`src/rtl/hdpldadapt_rx_async_reserved_update.sv`:
```
// RX async reserved-bit update: samples SSR reserved bits on each load rise,
// qualifies them over repeated loads and presents the committed value to the PLD.
module hdpldadapt_rx_async_reserved_update #(
  parameter int                  WIDTH        = 3,
  parameter logic [WIDTH-1:0]    RESET_VAL    = {WIDTH{1'b1}},
  parameter int                  STABLE_LOADS = 2
) (
  input  logic             rx_clock_async_rx_osc_clk,
  input  logic             rx_reset_async_rx_osc_clk_rst_n,
  input  logic             rx_async_hssi_fabric_ssr_load,
  input  logic [WIDTH-1:0] rx_async_hssi_fabric_ssr_reserved,
  output logic [WIDTH-1:0] pld_rx_ssr_reserved_out,
  output logic             pld_rx_ssr_reserved_upd
);

  localparam logic [3:0] COMMIT_CNT = 4'(STABLE_LOADS - 1);
  localparam logic [3:0] CNT_MAX    = 4'hf;

  logic             load_q, load_d;
  logic [WIDTH-1:0] cand_q, cand_d;
  logic [3:0]       cnt_q, cnt_d;
  logic [WIDTH-1:0] out_q, out_d;
  logic             upd_q, upd_d;
  logic             load_rise;

  assign load_rise = rx_async_hssi_fabric_ssr_load & ~load_q;

  always_comb begin
    load_d = rx_async_hssi_fabric_ssr_load;
    cand_d = cand_q;
    cnt_d  = cnt_q;
    out_d  = out_q;
    upd_d  = 1'b0;
    if (load_rise) begin
      if (rx_async_hssi_fabric_ssr_reserved == cand_q) begin
        cnt_d = (cnt_q == CNT_MAX) ? cnt_q : cnt_q + 4'd1;
      end else begin
        cnt_d  = 4'd0;
        cand_d = rx_async_hssi_fabric_ssr_reserved;
      end
      // Commit only on a qualified value that actually differs from what the PLD holds.
      if ((cnt_d >= COMMIT_CNT) && (rx_async_hssi_fabric_ssr_reserved != out_q)) begin
        out_d = rx_async_hssi_fabric_ssr_reserved;
        upd_d = 1'b1;
      end
    end
  end

  // load_q resets high so a load already asserted at reset release is not a rise.
  always_ff @(posedge rx_clock_async_rx_osc_clk) begin
    if (!rx_reset_async_rx_osc_clk_rst_n) begin
      load_q <= 1'b1;
      cand_q <= RESET_VAL;
      cnt_q  <= 4'd0;
      out_q  <= RESET_VAL;
      upd_q  <= 1'b0;
    end else begin
      load_q <= load_d;
      cand_q <= cand_d;
      cnt_q  <= cnt_d;
      out_q  <= out_d;
      upd_q  <= upd_d;
    end
  end

  assign pld_rx_ssr_reserved_out = out_q;
  assign pld_rx_ssr_reserved_upd = upd_q;

endmodule

```
`config.mk`:
```
export PLATFORM = sky130hd
export DESIGN_NAME = hdpldadapt_rx_async_reserved_update
export DESIGN_NICKNAME = d
export VERILOG_FILES = /design/src/rtl/hdpldadapt_rx_async_reserved_update.sv
export SDC_FILE = /design/constraint.sdc
export NUM_CORES = 1
export LEC_CHECK = 0
export CAP_MARGIN = 10
export CORE_UTILIZATION = 45
export CTS_CLUSTER_SIZE = 10
export DETAILED_ROUTE_END_ITERATION = 7
export DONT_BUFFER_PORTS = 1
export GPL_TIMING_DRIVEN = 0
export HOLD_SLACK_MARGIN = 0.15
export SYNTH_ARGS = -nofsm -noshare
export SYNTH_HDL_FRONTEND = slang
export SYNTH_SLANG_ARGS = --single-unit
```
`constraint.sdc`:
```
create_clock -name rx_clock_async_rx_osc_clk -period 2.9 [get_ports rx_clock_async_rx_osc_clk]
set_clock_uncertainty 0.1 [all_clocks]
set_input_delay 0.725 -clock rx_clock_async_rx_osc_clk [delete_from_list [all_inputs] [get_ports rx_clock_async_rx_osc_clk]]
set_output_delay 0.725 -clock rx_clock_async_rx_osc_clk [all_outputs]
set_load 0.005 [all_outputs]
```
==> results.py <==
metrics = {
    "sta": {
        "fmax_ghz": 0.541,
        "worst_pin_slew_ns": 0.416,
        "slew_viol_final": 0,
        "max-slew-margin-rel_pct": 72.3,
        "rsz0062_at_grt": "false",
        "setup_viol": 0,
        "min_period_ns": 1.85,
        "fin_setup_tns_ns": 0,
        "finalCritPeriodShare_pct": 63.8,
        "hold_violations": 0,
    },
    "global_routing": {
        "grt_usage_pct": 20.3,
        "grt_max_degree": 11,
        "busiest_layer": "met1",
        "met2_usage_pct": 25.8,
        "grt_overflow": 0,
        "grtUsageMet1_pct": 26.5,
        "grt_pass1_wl_mm": 1.92,
        "grt_pass1_vias": 441,
        "grt.met3_usage_pct": 6.40,
        "antenna_found_initial": 0,
    },
    "finish": {
        "utilization_pct": 55.7,
        "mostFrequentLayoutCells": "dfxtp_1 (12), nand2_1 (11), nand3_1 (6)",
        "drive_gt1_share_pct": 11.3,
        "area_delta_synth_final_pct": 9.00,
        "fin_area_um2": 652,
        "diodes": 0,
        "num-nets-final": 79,
        "final_common_cell": "dfxtp_1",
    },
    "yosys": {
        "netlist_instances": 67,
        "synth.ff_latch_count": 12,
        "syn_avg_cell_area_um2": 8.93,
        "syn_nets": 74,
        "seq_area_frac_synth_pct": 40.2,
        "synth_cell_types": 24,
        "yosysWarnings": 0,
        "synthesis.area_um2": 598,
    },
    "cts": {
        "cts_made_buffers": 3,
        "clockBufferDepth": 2,
        "postCtsResizedCells": 0,
        "cts_num_sinks": 12,
        "clock_latency_ns": 0.28,
        "cts_tree": "built",
        "cts_max_level": 1,
        "cts_hold_buf": 0,
        "clk_pin_slew_ns": 0.09,
        "post_cts_buffers": 0,
        "cts-root-buf": "clkbuf_4",
    },
    "pwr": {
        "clockPowerShare_pct": 41.7,
        "pwr_density_cell_nw_per_um2": 521,
        "ir_worst_vdd_mv": 0.313,
        "sw_frac_of_total_pct": 24.7,
        "combPwrFrac_pct": 7.8,
        "power.static_leakage_nw": 0.254,
        "p_switching_w": 0.0000838,
        "p_seq_share_pct": 50.5,
        "p_int_w": 0.000256,
    },
    "die": {
        "ios": 10,
        "rows": 12,
        "die_h_um": 38.5,
        "die_area_um2": 1480,
        "core_um2": 1170,
        "die_x_um": 38.5,
        "start_util_pct": 51.1,
    },
    "detailed_routing": {
        "drt_iter0_markers": 13,
        "drc_errors": 0,
        "wl_per_cell_um": 12.9,
        "dr.pass1.iters": 4,
        "vias": 488,
        "ant_nets": 0,
        "vias_per_cell": 5.74,
        "drt_wl_total_mm": 1.10,
    },
    "setup_path": {
        "crit_path_end_kind": "register",
        "critPathRequiredTime_ns": 2.98,
        "worstPathArrival_ns": 1.92,
        "critPathKind": "register to register",
        "start_kind": "register",
        "worstPathMaxFanout": 7,
    },
    "outcome": {
        "status": "finished clean",
    },
    "place": {
        "place.gp.congestion": 0.739,
        "port_buffers": 0,
        "dpl-instance-area_um2": 616,
        "dp_hpwl_um": 765,
    },
    "job": {
        "max_cap_violations": 0,
    },
    "hold_path": {
        "hp-class": "register to register",
    },
}
[cells in the mapped netlist]
master | count | area share [%]
buf_2 | 1 | 0.84
clkbuf_1 | 1 | 0.63
nor2_1 | 3 | 1.9
xnor2_1 | 3 | 4.4
a41oi_1 | 1 | 1.5
nor2b_1 | 1 | 1.0
nand3_4 | 1 | 2.9
nand3_1 | 6 | 5.0
nand2b_1 | 4 | 4.2
a221o_1 | 3 | 5.0
dfxtp_1 | 12 | 40
and3_1 | 3 | 3.1
o211ai_2 | 1 | 2.1
nand2_1 | 11 | 6.9
a311oi_1 | 1 | 1.5
a21o_1 | 1 | 1.3
o22ai_1 | 2 | 2.1
nor3_4 | 1 | 2.7
and3b_1 | 1 | 1.5
ha_1 | 1 | 2.1
xor2_1 | 3 | 4.4
o21ai_0 | 3 | 2.5
a21oi_1 | 2 | 1.7
inv_1 | 1 | 0.63
[cell families (layout without fill, tap and decap cells)]
kind of cell,Yosys count,after routing,share of synthesized area [%]
simple gates,31,31,29.3
flops,12,12,40.2
buf+inv,3,7,2.09
fa+ha+maj,1,1,2.09
compound gates,14,14,17.6
xor+xnor,6,6,8.79
[path summary, 6_finish.rpt]
path	startpoint	end	slack [ns]	cells after the start
setup / recovery	cnt_q[0]	pld_rx_ssr_reserved_out[1]	1.05	5
hold / removal	cand_q[1]	cand_q[1]	0.38	2
setup reg to reg	cnt_q[0]	pld_rx_ssr_reserved_out[1]	1.05	5
hold reg to reg	cand_q[1]	cand_q[1]	0.38	2
[cell type report]
type | instances | area (µm²)
plain buffers | 2 | 8.76
clock buffers | 4 | 36.3
fillers | 114 | 519
inverters | 1 | 3.75
multi-input cells | 52 | 345
flip-flops and latches | 12 | 240
well taps | 14 | 17.5
[metal layers]
layer / vias up / routed length, µm
li1: 247 / -
met1: 225 / 551
met2: 12 / 459
met3: 4 / 42
met4: 0 / 46
met5: - / 0
[registers in the layout, summed over array words and instances (netlist names)]
signal,count
cnt_q,4
cand_q,3
pld_rx_ssr_reserved_out,3
load_q,1
pld_rx_ssr_reserved_upd,1
[stage by stage]
| stage | instances | worst slack, ns | hold WS, ns | total power, W |
|---|---|---|---|---|
| floorplan | 67 | 1.05 | 0.359 | 0.000198 |
| global placement | 81 | 0.960 | 0.368 | 0.000202 |
| detailed placement | 81 | 0.943 | 0.376 | 0.000202 |
| CTS | 85 | 1.05 | 0.387 | 0.000342 |
| global route | 85 | 0.930 | 0.412 | 0.000350 |
| finish | 85 | 1.05 | 0.382 | 0.000340 |
[power by group through the flow]
stage	registers [W]	clock network, W	logic [W]
global placement	0.000175	0	0.0000265
detailed placement	0.000175	0	0.0000268
floorplan	0.000175	0	0.0000228
CTS	0.000172	0.000144	0.0000269
finish	0.000171	0.000142	0.0000265
global route	0.000172	0.000148	0.0000304
[critical path: stages, from the launching register on]
cell      delay [ns]
dfxtp_1         0.36
ha_1            0.28
and3b_1         0.21
o211ai_2        0.30
nand3_4         0.12
a221o_1         0.36
Power figures use the tool's default switching activity.
